<file path="config.mk">
export PLATFORM = sky130hd
export DESIGN_NAME = pipe_pc_ctrl
export DESIGN_NICKNAME = d
export VERILOG_FILES = /design/src/rtl/pipe_pc_ctrl.sv
export SDC_FILE = /design/constraint.sdc
export NUM_CORES = 1
export LEC_CHECK = 0
export BUFFER_PORTS_ARGS = -buffer_cell sky130_fd_sc_hd__buf_2
export CAP_MARGIN = 10
export CORE_MARGIN = 2
export CORE_UTILIZATION = 39
export CTS_CLUSTER_SIZE = 20
export DETAILED_ROUTE_END_ITERATION = 16
export PLACE_DENSITY = 0.7
export RECOVER_POWER = 50
export SKIP_LAST_GASP = 1
export SLEW_MARGIN = 10
export SYNTH_ARGS = -nofsm -noshare
export SYNTH_HDL_FRONTEND = slang
export SYNTH_SLANG_ARGS = --single-unit
</file>
<file path="constraint.sdc">
create_clock -name clk -period 2.7 [get_ports clk]
set_input_delay 0.675 -clock clk [delete_from_list [all_inputs] [get_ports clk]]
set_output_delay 0.675 -clock clk [all_outputs]
set_load 0.01 [all_outputs]
</file>
<file path="src/rtl/pipe_pc_ctrl.sv">
// pipe_pc_ctrl
//   Next-PC sequencing controller for the 5-stage pipeline. Each cycle it
//   chooses the next PC and drives the pipeline enables and flushes. The
//   candidates, highest priority first, are:
//     - a taken branch resolved in EX
//     - an illegal opcode in ID
//     - a pending external interrupt
//     - a load-use stall
//     - a JR/JALR in ID
//     - a J/JAL in ID
//     - the default, PC+4
//   It also latches interrupt requests, owns the EPC register and blocks
//   interrupts for a short window after the core leaves kernel mode.
//
// Parameters
//   IRQ_HOLDOFF  cycles after a kernel->user transition with no irq take
//   HW           width of the holdoff counter
//
// Ports
//   clk, reset     clock, synchronous active-high reset
//   irq            external interrupt (level; rising edge is latched)
//   kernel         PC[31] of the current IF-stage PC
//   id_valid       ID holds a real instruction
//   id_pc          PC of the ID instruction
//   id_jump        J/JAL in ID
//   id_jr          JR/JALR in ID
//   id_illop       undefined opcode in ID
//   ex_branch      conditional branch in EX
//   ex_taken       branch condition true
//   load_use       load-use hazard between ID and EX
//   pc_src         000 PC+4, 001 branch, 010 jump, 011 jr, 100 ILLOP, 101 XADR
//   pc_write       PC register enable
//   if_id_write    IF/ID register enable
//   if_id_flush    IF/ID -> bubble
//   id_ex_flush    ID/EX -> bubble
//   epc_we         one-cycle pulse when EPC loads
//   epc            saved exception return PC
module pipe_pc_ctrl #(
  parameter int IRQ_HOLDOFF = 2,
  parameter int HW          = 2
) (
  input  logic        clk,
  input  logic        reset,
  input  logic        irq,
  input  logic        kernel,
  input  logic        id_valid,
  input  logic [31:0] id_pc,
  input  logic        id_jump,
  input  logic        id_jr,
  input  logic        id_illop,
  input  logic        ex_branch,
  input  logic        ex_taken,
  input  logic        load_use,
  output logic [2:0]  pc_src,
  output logic        pc_write,
  output logic        if_id_write,
  output logic        if_id_flush,
  output logic        id_ex_flush,
  output logic        epc_we,
  output logic [31:0] epc
);

  localparam logic [2:0] SRC_PC4    = 3'b000;
  localparam logic [2:0] SRC_BRANCH = 3'b001;
  localparam logic [2:0] SRC_JUMP   = 3'b010;
  localparam logic [2:0] SRC_JR     = 3'b011;
  localparam logic [2:0] SRC_ILLOP  = 3'b100;
  localparam logic [2:0] SRC_XADR   = 3'b101;

  typedef enum logic [1:0] {
    IRQ_IDLE  = 2'd0,
    IRQ_PEND  = 2'd1,
    IRQ_TAKEN = 2'd2
  } irq_state_e;

  irq_state_e    state_q, state_d;
  logic          sticky_q, sticky_d;
  logic          irq_q;
  logic          kernel_q;
  logic [HW-1:0] hold_cnt_q, hold_cnt_d;
  logic [31:0]   epc_q, epc_d;

  logic irq_edge;
  logic kernel_exit;
  logic holdoff_active;
  logic br_taken;
  logic illop_take;
  logic irq_take;

  assign irq_edge    = irq & ~irq_q;
  assign kernel_exit = kernel_q & ~kernel;

  // The transition cycle itself counts as the first holdoff cycle; the
  // counter is loaded at that edge and the window closes once it has
  // decremented to 1. This gives exactly IRQ_HOLDOFF blocked cycles,
  // and none when IRQ_HOLDOFF is 0.
  always_comb begin
    holdoff_active = 1'b0;
    if (kernel_exit) begin
      holdoff_active = (IRQ_HOLDOFF != 0);
    end else begin
      holdoff_active = (hold_cnt_q > HW'(1));
    end
  end

  assign br_taken   = ex_branch & ex_taken;
  // A taken branch squashes the ID instruction, so its illop is ignored.
  assign illop_take = ~br_taken & id_valid & id_illop;
  // Any branch in EX (taken or not) blocks the take; a take would
  // otherwise have to be undone when the branch resolves.
  assign irq_take   = ~reset & ~illop_take & (state_q == IRQ_PEND) & ~kernel &
                      ~holdoff_active & id_valid & ~ex_branch & ~load_use;

  // Next-PC selection and pipeline control.
  always_comb begin
    pc_src      = SRC_PC4;
    pc_write    = 1'b1;
    if_id_write = 1'b1;
    if_id_flush = 1'b0;
    id_ex_flush = 1'b0;
    epc_we      = 1'b0;
    epc_d       = epc_q;
    if (!reset) begin
      if (br_taken) begin
        pc_src      = SRC_BRANCH;
        if_id_flush = 1'b1;
        id_ex_flush = 1'b1;
      end else if (illop_take) begin
        pc_src      = SRC_ILLOP;
        if_id_flush = 1'b1;
        id_ex_flush = 1'b1;
        epc_we      = 1'b1;
        // Return past the bad instruction; the supervisor bit is kept
        // so the +4 cannot carry into it.
        epc_d       = {id_pc[31], id_pc[30:0] + 31'd4};
      end else if (irq_take) begin
        pc_src      = SRC_XADR;
        if_id_flush = 1'b1;
        id_ex_flush = 1'b1;
        epc_we      = 1'b1;
        // The interrupted instruction re-executes on return.
        epc_d       = id_pc;
      end else if (load_use) begin
        pc_write    = 1'b0;
        if_id_write = 1'b0;
        id_ex_flush = 1'b1;
      end else if (id_valid && id_jr) begin
        pc_src      = SRC_JR;
        if_id_flush = 1'b1;
      end else if (id_valid && id_jump) begin
        pc_src      = SRC_JUMP;
        if_id_flush = 1'b1;
      end
    end
  end

  // Interrupt request FSM.
  always_comb begin
    state_d  = state_q;
    sticky_d = sticky_q;
    case (state_q)
      IRQ_IDLE: begin
        // The sticky bit holds an edge that arrived while the last
        // interrupt was still being serviced.
        if (irq_edge || sticky_q) begin
          state_d  = IRQ_PEND;
          sticky_d = 1'b0;
        end
      end
      IRQ_PEND: begin
        if (irq_take) begin
          state_d = IRQ_TAKEN;
        end
      end
      IRQ_TAKEN: begin
        if (irq_edge) begin
          sticky_d = 1'b1;
        end
        if (kernel) begin
          state_d = IRQ_IDLE;
        end
      end
      default: begin
        state_d  = IRQ_IDLE;
        sticky_d = 1'b0;
      end
    endcase
  end

  // Holdoff counter: reload on every kernel exit, otherwise count down.
  always_comb begin
    hold_cnt_d = hold_cnt_q;
    if (kernel_exit) begin
      hold_cnt_d = HW'(IRQ_HOLDOFF);
    end else if (hold_cnt_q != '0) begin
      hold_cnt_d = hold_cnt_q - HW'(1);
    end
  end

  always_ff @(posedge clk) begin
    if (reset) begin
      state_q    <= IRQ_IDLE;
      sticky_q   <= 1'b0;
      irq_q      <= 1'b0;
      kernel_q   <= 1'b1;
      hold_cnt_q <= '0;
      epc_q      <= '0;
    end else begin
      state_q    <= state_d;
      sticky_q   <= sticky_d;
      irq_q      <= irq;
      kernel_q   <= kernel;
      hold_cnt_q <= hold_cnt_d;
      epc_q      <= epc_d;
    end
  end

  assign epc = epc_q;

endmodule

</file>
* After elaboration in Yosys (flattened, before gate mapping)
Cells that the tools add are included.
** Storage, ports and cells
- Logic and storage cells :: 88
- Register bits after elaboration :: 39
** Operators by class
- Multiplexer cells :: 40
- Add/subtract/negate cells :: 2
- Equal/unequal tests :: 6
- Bitwise gates (word level) :: 21
- Magnitude comparators :: 1
- Reductions and logical operators :: 11
** Operator list (number)
- 32-bit 2-to-1 mux :: 2
- 31-bit by 3-bit adder with 31-bit output, second input constant :: 1
- 1-bit 2-to-1 mux :: 24
- 2-bit 2-to-1 mux :: 8
- 1-bit AND :: 12
- 3-bit 2-to-1 mux :: 4
- 1-bit NOT :: 9
- 2-bit inequality test, second input constant :: 4
- 2-bit one-hot mux with 3 select lines :: 1
- 3-bit AND reduction :: 2
- 2-bit nonzero test :: 3
- 1-bit one-hot mux with 3 select lines :: 1
- 2-bit by 1-bit equality test with 1-bit output, second input constant :: 1
- 2-bit equality test, second input constant :: 1
- 2-bit by 1-bit > comparator with 1-bit output, second input constant :: 1
- 1-bit logical AND :: 2
- 2-bit logical NOT :: 1
- 2-bit AND reduction :: 1
- 2-bit OR reduction :: 1
- 2-bit by 1-bit subtractor with 2-bit output, second input constant :: 1
- 1-bit logical OR :: 1

* Logic depth before layout (Yosys ltp)
Gate-level depths: netlist of run 1.
- Depth in word-level cells :: 16
- Depth in mapped cells :: 6

* Worst setup path after synthesis of run 1
No wires, ideal clock.
- Kind :: input -> output
- Start :: input kernel
- End :: output if_id_flush
- Stages :: 5
- Arrival :: 1700 ps
- Path slack :: 325 ps
- Cells stage by stage :: nor4b_1 > nand3_1 > and2_1 > clkbuf_1 > a31oi_1
** On the way
- Word-level cells in the longest chain between the ends :: 12
- Elaborated cells between the ends (all ways) :: 13
** RTL lines
- from (decl) :: RTL line 45 : input logic kernel,
- 1-bit NOT * :: RTL line 91, 111
- 1-bit AND :: RTL line 91 : assign kernel_exit = kernel_q & ~kernel;
- 1-bit 2-to-1 mux :: RTL line 99 : if (kernel_exit) begin
- 1-bit NOT :: RTL line 112 : ~holdoff_active & id_valid & ~ex_branch & ~load_use;
- 1-bit AND * :: RTL line 111 : assign irq_take = ~reset & ~illop_take & (state_q == IRQ_PEND) & ~kernel &
- 1-bit AND * (3 in series) :: RTL line 112
- 1-bit 2-to-1 mux * :: RTL line 136 : end else if (irq_take) begin
- 1-bit 2-to-1 mux * :: RTL line 128 : end else if (illop_take) begin
- 1-bit 2-to-1 mux * :: RTL line 124 : if (br_taken) begin
- 1-bit 2-to-1 mux * :: RTL line 123 : if (!reset) begin
- to (decl) :: RTL line 57 : output logic if_id_flush,
Every way passes the cells marked *; elsewhere a longest branch is shown, timed or not.

* Worst setup path in the final report of run 1
- Start :: input kernel
- End :: output pc_src[0]
** On the way
- Word-level cells in the longest chain between the ends :: 12
- Elaborated cells between the ends (all ways) :: 13
** RTL lines
- 1-bit NOT * :: RTL line 91, 111
- 1-bit AND :: RTL line 91
- 1-bit 2-to-1 mux :: RTL line 99
- 1-bit NOT :: RTL line 112
- 1-bit AND * :: RTL line 111
- 1-bit AND * (3 in series) :: RTL line 112
- 3-bit 2-to-1 mux * :: RTL line 136
- 3-bit 2-to-1 mux * :: RTL line 128
- 3-bit 2-to-1 mux * :: RTL line 124
- 3-bit 2-to-1 mux * :: RTL line 123
- to (decl) :: RTL line 54 : output logic [2:0] pc_src,
Marks and branches as above.

==> results of run 1 <==
-- registers in the layout (all words and copies together), names as in the netlist --
signal / count
state_q: 2
hold_cnt_q: 2
epc: 32
sticky_q: 1
irq_q: 1
kernel_q: 1
-- per-layer routing --
metal,up-vias,GRT usage,routed length (um)
li1,1104,-,-
met1,990,0.225,2400
met2,80,0.304,2500
met3,4,0.0442,376
met4,0,0.0625,48
met5,-,0,0
-- metrics by stage --
step / hold slack [ns] / setup slack, ns / cells / util / instance area (um^2)
2_1_floorplan: 0.400 / 0.325 / 264 / - / 2110
3_3_place_gp: 0.408 / 0.122 / 406 / 0.502 / 2590
3_5_place_dp: 0.416 / 0.0566 / 406 / 0.502 / 2590
4_1_cts: 0.428 / 0.0469 / 414 / 0.519 / 2680
5_1_grt: 0.472 / 0.0584 / 414 / 0.513 / 2650
6_report: 0.423 / 0.201 / 414 / 0.513 / 2650
-- power by group --
part	total [mW]	switching (mW)	internal, mW
combinational	0.230	0.138	0.0922
clock	0.382	0.203	0.180
sequential	0.627	0.0175	0.609
total	1.24	0.358	0.881
-- logic make-up after synthesis --
family,after synthesis
DFF,39
and+or+nand+nor,133
buffers and inverters,21
adders and majority gates,1
AOI/OAI and AO/OA,44
xor gates and xnor gates,26
-- worst max path at each step --
stage	cells after the start	slack [ns]	startpoint	to
after CTS	6	0.05	kernel	pc_src[0]
after global placement	6	0.12	reset	if_id_flush
after global routing	7	0.06	id_valid	pc_src[0]
final	6	0.20	kernel	pc_src[0]
after floorplan	5	0.32	kernel	if_id_flush
after detailed placement	6	0.06	kernel	pc_src[0]
-- final cells by class --
| cell class | instances | share of cell area |
|---|---|---|
| multi-input combinational | 204 | 0.473 |
| sequential | 39 | 0.294 |
| timing repair buffer | 90 | 0.162 |
| tap | 70 | 0.0330 |
| clock buffer | 5 | 0.0259 |
| clock inverter | 3 | 0.00754 |
| inverter | 3 | 0.00424 |
-- cell usage in the layout (no fill, tap or decap), types with 3 or more instances in the layout --
cell type / count
clkbuf_1: 33
nand2_1: 23
nor2_1: 42
nor3_1: 4
buf_2: 49
and2_1: 3
nor2b_1: 3
inv_1: 3
nor4_1: 4
a311oi_1: 3
xor2_1: 20
or3_1: 3
nand3_1: 13
dfxtp_1: 39
and3_2: 3
o21ai_0: 4
a21oi_1: 5
clkbuf_8: 5
buf_4: 7
a211oi_1: 27
and3_1: 6
nand4_1: 15
xnor2_1: 6
==> parameters.txt, run 1 <==
Parameter                              Value

Run status
  Outcome ... finished clean

Critical path
  Critical register-to-register path endpoint ... epc[3]$_SDFFE_PP0P_
  Kind of critical path ... in -> out
  Library cell appearing most often on the critical path ... buf_2
  Largest incremental delay on the critical path ... roughly 0.3 ns
  Critical Path Slowest Stage Cell ... nor4b_2
  Worst R2R Path Depth ... 6
  Worst path buffer plus inverter count ... 2
  Arrival time at the worst endpoint ... roughly 1.8 ns
  Crit path required time ... ~2.0 ns
  Dominant delay contributor by cell family on the critical path ... simple AND/OR/NAND/NOR gates
  Endpoint type of the worst setup path ... output pin
  Register-to-register setup slack ... ~1.1 ns
  Max Fanout on Critical Path ... 4
  Worst R2R Start ... state_q[0]$_SDFFE_PP0P_
  Crit path cell chain ... buf_2 -> nor4b_2 -> nand3_1 -> a21o_1 -> a211oi_1 -> buf_2
  Kind of launch point of the worst setup path ... primary input

Floorplan
  Core Footprint ... 5170 um^2
  Num rows ... 26
  Top-level port count ... 83
  Overall die width ... approximately 78 um
  Die boundary height ... 77.6 um
  Die outline area ... approximately 6000 um^2
  Starting utilization of the core area ... 0.409

Timing
  Count of final setup violators ... 0
  Slew Limit Headroom ... 0.692
  Unrepaired setup endpoints after global routing ... false
  Worst setup skew after layout ... between 0.006 and 0.007 ns
  Fin crit share ... 0.926
  Final count of hold timing violations ... 0
  Sum Neg Setup Slack ... 0 ns
  Tmin final ... 2.50 ns
  Transition time of the tightest slew-check pin ... about 0.46 ns
  Count of pins over their slew limit ... 0
  Highest attainable clock frequency ... roughly 400 MHz

Clock tree
  Number of sinks driven by the clock tree ... 39
  Worst-Skew Late Latency ... 0.29 ns
  TritonCTS buffer count ... 5
  Setup Buffers After CTS ... 0
  Level count of the clock H-tree ... 2
  Count of instances resized after the clock tree is built ... 0
  Hold-fix buffers at CTS ... 0
  Worst-path clk slew ... 0.08 ns
  Max clock buf depth ... 2
  Clock Tree Root ... clkbuf_8
  TritonCTS clock tree ... built

GRT
  Initial antenna violation count ... 0
  Largest net degree at the start of global routing ... 47
  Overall global routing resource usage ... 0.181
  GRT Residual Overflow ... 0
  Wire length of the first global-routing pass ... around 8.8 mm
  Via count of the first global-routing pass ... about 2,000

Logic synthesis
  Most area-consuming cells after synthesis ... dfxtp_1 37%, a211oi_1 9.6%, xor2_1 8.3%
  Cell count after synthesis ... around 260
  Leading cell type by number of instances after synthesis ... nor2_1
  Number of library cell types mapped by synthesis ... 36
  FF+latch count, synth ... 39
  Share of synthesized cell area in full adder, half adder and majority cells ... 0.00592
  Xor-xnor portion of the synthesized cell area ... 0.108
  Average instance area after synthesis ... about 8 um^2
  Mux share of post-synthesis cell area ... 0
  Top-area cell type share of the netlist area ... 0.369
  Post-synthesis net count ... 308
  Async set-reset flop share out of synthesis ... 0
  Simple-gate share of the synthesized area ... 0.325
  Post-synth top area cell ... dfxtp_1
  Compound-Gate Fraction of Synth Area ... 0.149
  Main synth FF type ... dfxtp_1
  Main combinational cell family by area after synthesis ... simple AND/OR/NAND/NOR gates
  Synthesis warning total ... 0
  Post-synthesis instance area ... roughly 2100 um^2
  Part of the Yosys area used for sequential elements ... 0.369
  Top cells by instance count after synthesis ... 42 x nor2_1, 39 x dfxtp_1, 27 x a211oi_1
  Number of flops mapped to enable cells by yosys ... 0

Finish
  Number of diodes ... 0
  Footprint of the multi-input gates ... about 1300 um^2
  Layout-stage area growth over the synthesis result ... 25.5%
  Fraction of final layout cells with drive strength greater than 1 ... 0.227
  Nets ... between 300 and 400
  Filler Cells Inserted ... approximately 550
  Area used by sequential logic in the layout ... roughly 800 um^2

Detailed routing
  WL final ... 5.32 mm
  Post-route ant nets ... 0
  Number of DRC markers in iteration 0 ... between 100 and 150
  Total via count in the routed design ... ~2,200
  Remaining routing DRC violations ... 0
  Detailed Routing Iterations Pass 1 ... 4
  Number of vias per cell ... between 5 and 6
  Wire per inst ... 12.9 um

Worst hold path
  Hold Path Cell Cnt ... 1
  End point of the most critical hold path ... hold_cnt_q[0]$_SDFFE_PP0P_
  Hold wc startpoint ... hold_cnt_q[0]$_SDFFE_PP0P_
  Tightest Hold Check Type ... reg -> reg

Placement
  Count of input and output buffers ... 82
  DP HPWL ... a little over 4 mm
  Final GP Congestion ... 0.936

Pwr
  Static Leakage ... ~1 nW
  Maximum ir drop on the vdd rail ... between 0.00015 and 0.0002 V
  Final Total Pwr ... between 1 and 1.5 mW
  Pwr per Cell Area ... approximately 470 nW/um^2

Run
  Max-capacitance violation count ... 0
(Power assumes the default switching activity.)
==> run 2: changes to the inputs <==
Clock period 2.7 ns to 2.4 ns, I/O delays scaled along.
==> run 2 against run 1 <==
Sequential cell count unchanged. First-iteration DRC count decreased by 18%. Die area unchanged. Worst hold slack improved by 0.0059 ns.
==> parameters.txt, run 2 (same netlist as run 1, synthesis figures left out) <==
Parameter                              Value

Run status
  Outcome ... finished clean

Critical path
  Crit path cell chain ... buf_2 -> nor4b_4 -> nand3_1 -> a21o_1 -> a211oi_2 -> buf_2
  Critical Path Slowest Stage Cell ... nor4b_4
  Max Fanout on Critical Path ... 4
  Endpoint type of the worst setup path ... output pin
  Largest incremental delay on the critical path ... a little under 0.3 ns
  Dominant delay contributor by cell family on the critical path ... simple AND/OR/NAND/NOR gates
  Critical register-to-register path endpoint ... epc[14]$_SDFFE_PP0P_
  Worst path buffer plus inverter count ... 2
  Library cell appearing most often on the critical path ... buf_2
  Kind of critical path ... in -> out
  Worst R2R Path Depth ... 7
  Worst R2R Start ... state_q[1]$_SDFFE_PP0P_
  Kind of launch point of the worst setup path ... primary input
  Arrival time at the worst endpoint ... about 1.7 ns
  Register-to-register setup slack ... slightly above 0.7 ns
  Crit path required time ... roughly 1.8 ns

Detailed routing
  Detailed Routing Iterations Pass 1 ... 4
  Total via count in the routed design ... between 2,000 and 2,500
  Remaining routing DRC violations ... 0
  WL final ... ~5.3 mm
  Wire per inst ... 12.7 um
  Post-route ant nets ... 0
  Number of vias per cell ... between 5 and 6
  Number of DRC markers in iteration 0 ... about 100

Timing
  Count of pins over their slew limit ... 0
  Worst setup skew after layout ... roughly 0.0047 ns
  Slew Limit Headroom ... 0.693
  Final Hold Slack ... between 0.4 and 0.5 ns
  Final count of hold timing violations ... 0
  Tmin final ... about 2.3 ns
  Fin crit share ... 0.976
  Count of final setup violators ... 0
  Highest attainable clock frequency ... about 430 MHz
  Transition time of the tightest slew-check pin ... 0.460 ns

GRT
  Wire length of the first global-routing pass ... between 8 and 9 mm
  GRT Residual Overflow ... 0
  Initial antenna violation count ... 0
  Overall global routing resource usage ... 0.174
  Via count of the first global-routing pass ... roughly 1,900
  Largest net degree at the start of global routing ... 47

Clock tree
  Clock Tree Root ... clkbuf_8
  Worst-Skew Late Latency ... 0.29 ns
  Worst-path clk slew ... approximately 0.080 ns
  Level count of the clock H-tree ... 2
  TritonCTS clock tree ... built
  Max clock buf depth ... 2
  TritonCTS buffer count ... 5
  Number of sinks driven by the clock tree ... 39

Floorplan
  Core Footprint ... 5170 um^2
  Die outline area ... 6030 um^2
  Overall die width ... just under 80 um
  Starting utilization of the core area ... 0.409
  Top-level port count ... between 80 and 90
  Die boundary height ... 77.6 um
  Num rows ... 26

Pwr
  Comb power frac ... 0.176
  Switching power share of the total ... 0.270
  Maximum ir drop on the vdd rail ... around 0.00023 V
  Static Leakage ... 1.06 nW
  Clock power frac ... 0.358
  Final Total Pwr ... around 1.5 mW
  Portion of total power attributed to sequential cells ... 0.466
  Internal power component ... 1.11 mW
  Pwr per Cell Area ... around 550 nW/um^2
  Switching Power ... slightly above 0.4 mW

Worst hold path
  End point of the most critical hold path ... hold_cnt_q[0]$_SDFFE_PP0P_
  Hold Path Cell Cnt ... 1
  Tightest Hold Check Type ... reg -> reg
  Hold wc startpoint ... hold_cnt_q[0]$_SDFFE_PP0P_

Finish
  Most common cell after layout, fill and taps aside ... buf_2
  Number of diodes ... 0
  Nets ... roughly 390
  Largest register FFs ... 32
  Filler Cells Inserted ... 549
  Summed area of non-filler cells in the final layout ... around 2800 um^2
  Layout-stage area growth over the synthesis result ... 30.2%
  Fraction of final layout cells with drive strength greater than 1 ... 0.246
  Commonest non-fill, non-tap cells in the layout ... 50 x buf_2, 42 x nor2_1, 39 x dfxtp_1

Placement
  Final GP Congestion ... 0.904
  Count of input and output buffers ... 82
  Post-detailed-placement cell area ... 2650 um^2
  DP HPWL ... approximately 4 mm

Run
  Max-capacitance violation count ... 0
## run 2: changes by cell type in the layout (fill, tap and decap cells not counted), moves of 2 or more
| cell | before | now |
|---|---|---|
| nor4b_4 | 0 | 2 |
| clkinvlp_4 | 2 | 0 |
| buf_4 | 7 | 12 |
| nor4b_2 | 2 | 0 |
## run 2: timing repair
| action | CTS | global route |
|---|---|---|
| pin swaps | 0 | 1 |
| resized for setup | 2 | 3 |
| endpoints found under the setup margin | 2 | 2 |
| hold buffers | 0 | 0 |
| setup buffers | 0 | 0 |
## run 2: area by class of cell
type                       count  area (um^2)  area share
clock inverter                 3         43.8      0.0159
tap                           70         87.6      0.0318
inverter                       3         11.3     0.00409
clock buffer                   5         68.8      0.0250
multi-input combinational    204         1280       0.465
timing repair buffer          95          480       0.175
sequential                    39          781       0.284
## run 2: worst max-delay path by stage
stage,from,end,slack [ns],cells past startpoint
after CTS,kernel,pc_src[0],0.09,6
after global routing,reset,pc_src[0],-0.03,6
after detailed placement,kernel,pc_src[0],-0.006,6
after global placement,reset,pc_src[0],0.01,6
final,kernel,pc_src[0],0.06,6
after floorplan,kernel,if_id_flush,0.17,5
## run 2: metal layers
metal	global-route usage	up-vias	share of wire
li1	-	1114	-
met1	0.223	942	0.47
met2	0.282	61	0.46
met3	0.0360	9	0.047
met4	0.0750	0	0.017
met5	0	-	0
## run 2: power by group through the flow
stage	Combinational, mW	Clock, mW	Sequential [mW]
after floorplan	0.131	0	0.735
after global placement	0.271	0	0.718
after detailed placement	0.273	0	0.719
after CTS	0.275	0.558	0.705
after global routing	0.297	0.593	0.712
final	0.267	0.542	0.706
## run 2: metrics by stage
stage / TNS, ns / instances / setup slack [ns] / utilization
2_1_floorplan: 0 / 264 / 0.175 / -
3_3_place_gp: 0 / 411 / 0.0148 / 0.511
3_5_place_dp: -0.00608 / 411 / -0.00608 / 0.511
4_1_cts: 0 / 419 / 0.0916 / 0.536
5_1_grt: -0.0256 / 419 / -0.0256 / 0.532
6_report: 0 / 419 / 0.0577 / 0.532
==> run 3: changes to the inputs <==
Settings changed: CTS_BUF_LIST from default to sky130_fd_sc_hd__clkbuf_4.
==> run 3 against run 2 <==
Final cell count increased by 0.24%. Clock skew increased by 0.0046 ns. Wire length is 0.58% lower. Worst setup slack improved by 0.016 ns. Largest power group unchanged. Via count up 0.75%. Register-to-register slack about the same. Maximum frequency is 0.69% higher. First-iteration DRC count is 15% lower. Design area grew 0.86%. Clock-buffer cell count stayed put.
==> parameters.txt, run 3 (same netlist as run 1, synthesis figures left out) <==
Parameter                              Value

Critical path
  Arrival time at the worst endpoint ... 1.73 ns
  Largest incremental delay on the critical path ... between 0.3 and 0.4 ns
  Kind of critical path ... in -> out
  Max Fanout on Critical Path ... 4
  Crit path cell chain ... buf_2 -> nor4b_4 -> nand3_1 -> a21o_1 -> a211oi_2 -> buf_2
  Critical Path Slowest Stage Cell ... nor4b_4
  Kind of launch point of the worst setup path ... primary input
  Library cell appearing most often on the critical path ... buf_2
  Endpoint type of the worst setup path ... output pin
  Crit path required time ... approximately 1.8 ns

Clock tree
  Level count of the clock H-tree ... 2
  Number of sinks driven by the clock tree ... 39
  TritonCTS clock tree ... built
  Clock Tree Root ... clkbuf_4
  Worst-path clk slew ... about 0.12 ns
  Max clock buf depth ... 2
  TritonCTS buffer count ... 5
  Worst-Skew Late Latency ... ~0.35 ns

Floorplan
  Die outline area ... 6030 um^2
  Num rows ... 26
  Die boundary height ... ~78 um
  Core Footprint ... between 5000 and 6000 um^2
  Top-level port count ... just over 80
  Overall die width ... ~78 um
  Starting utilization of the core area ... 0.409

Timing
  Worst setup skew after layout ... between 0.009 and 0.01 ns
  Slew Limit Headroom ... 0.696
  Tmin final ... between 2 and 2.5 ns
  Count of final setup violators ... 0
  Unrepaired setup endpoints after global routing ... true
  Fin crit share ... 0.969
  Count of pins over their slew limit ... 0
  Final count of hold timing violations ... 0
  Highest attainable clock frequency ... roughly 430 MHz
  Transition time of the tightest slew-check pin ... 0.456 ns

GRT
  Via count of the first global-routing pass ... roughly 1,900
  Overall global routing resource usage ... 0.175
  Initial antenna violation count ... 0
  Wire length of the first global-routing pass ... roughly 8.5 mm
  GRT Residual Overflow ... 0
  Largest net degree at the start of global routing ... 47

Placement
  Final GP Congestion ... 0.904
  DP HPWL ... about 4 mm
  Post-detailed-placement cell area ... about 2600 um^2
  Count of input and output buffers ... 82

Finish
  Layout-stage area growth over the synthesis result ... 31.3%
  Nets ... 393
  Commonest non-fill, non-tap cells in the layout ... 82 x buf_2, 42 x nor2_1, 37 x dfxtp_1
  Number of diodes ... 0
  Filler Cells Inserted ... ~540
  Most common cell after layout, fill and taps aside ... buf_2
  Fraction of final layout cells with drive strength greater than 1 ... 0.349
  Largest register FFs ... 32
  Summed area of non-filler cells in the final layout ... between 2000 and 3000 um^2

Detailed routing
  Wire per inst ... 12.6 um
  Number of DRC markers in iteration 0 ... between 80 and 90
  Number of vias per cell ... between 5 and 6
  Remaining routing DRC violations ... 0
  Total via count in the routed design ... around 2,100
  Post-route ant nets ... 0
  Detailed Routing Iterations Pass 1 ... 4
  WL final ... 5.30 mm

Run
  Max-capacitance violation count ... 0

Pwr
  Final Total Pwr ... around 1.4 mW
  Maximum ir drop on the vdd rail ... 0.000209 V
  Static Leakage ... 1.19 nW
  Pwr per Cell Area ... 513 nW/um^2

Run status
  Outcome ... finished clean

Worst hold path
  Tightest Hold Check Type ... reg -> reg
## run 3: critical path: cells and delay by family
family                 cells  cell delay [ns]
buffers and inverters      2             0.28
AO/OA/AOI/OAI              2             0.38
AND/OR/NAND/NOR            2             0.46
## run 3: path summary, 6_finish.rpt
path                         startpoint                         end  slack [ns]  depth (start not counted)
max                              kernel                   pc_src[0]        0.07                          6
min          hold_cnt_q[0]$_SDFFE_PP0P_  hold_cnt_q[0]$_SDFFE_PP0P_        0.43                          1
min reg2reg  hold_cnt_q[0]$_SDFFE_PP0P_  hold_cnt_q[0]$_SDFFE_PP0P_        0.43                          1
max reg2reg     state_q[1]$_SDFFE_PP0P_        epc[14]$_SDFFE_PP0P_        0.72                          7
## run 3: stage by stage
stage,utilization,setup TNS (ns),hold slack (ns),worst slack (ns),std cells
final,0.537,0,0.434,0.0738,420
after global placement,0.511,0,0.407,0.0148,411
after global routing,0.537,-0.0163,0.440,-0.0163,420
after detailed placement,0.511,-0.00608,0.414,-0.00608,411
after CTS,0.530,0,0.432,0.0480,419
after floorplan,-,0,0.400,0.175,264
## run 3: area by class of cell
| cell class | instances | area [um^2] | share of cell area |
|---|---|---|---|
| Clock buffer | 5 | 37.5 | 0.0135 |
| Clock inverter | 3 | 43.8 | 0.0158 |
| Inverter | 3 | 11.3 | 0.00406 |
| Multi-Input combinational cell | 204 | 1280 | 0.462 |
| Sequential cell | 39 | 786 | 0.283 |
| Tap cell | 70 | 87.6 | 0.0315 |
| Timing Repair Buffer | 96 | 528 | 0.190 |
## run 3: timing repair
item	in CTS	in global routing
endpoints found under the setup margin	3	5
pin swaps	0	5
hold buffers	0	0
gates resized for setup	2	7
setup buffers	0	1
## run 3: report_power, final
group / total, mW / leakage [nW] / switching, mW / internal [mW]
registers: 0.705 / 0.322 / 0.0196 / 0.685
clock network: 0.442 / 0.0452 / 0.223 / 0.219
logic: 0.277 / 0.819 / 0.156 / 0.121
## run 3: layer usage
| layer | up-vias | track usage | routed length (um) |
|---|---|---|---|
| li1 | 1117 | - | - |
| met4 | 0 | 0.0804 | 95 |
| met5 | - | 0 | 0 |
| met1 | 947 | 0.222 | 2480 |
| met3 | 8 | 0.0360 | 293 |
| met2 | 70 | 0.284 | 2440 |
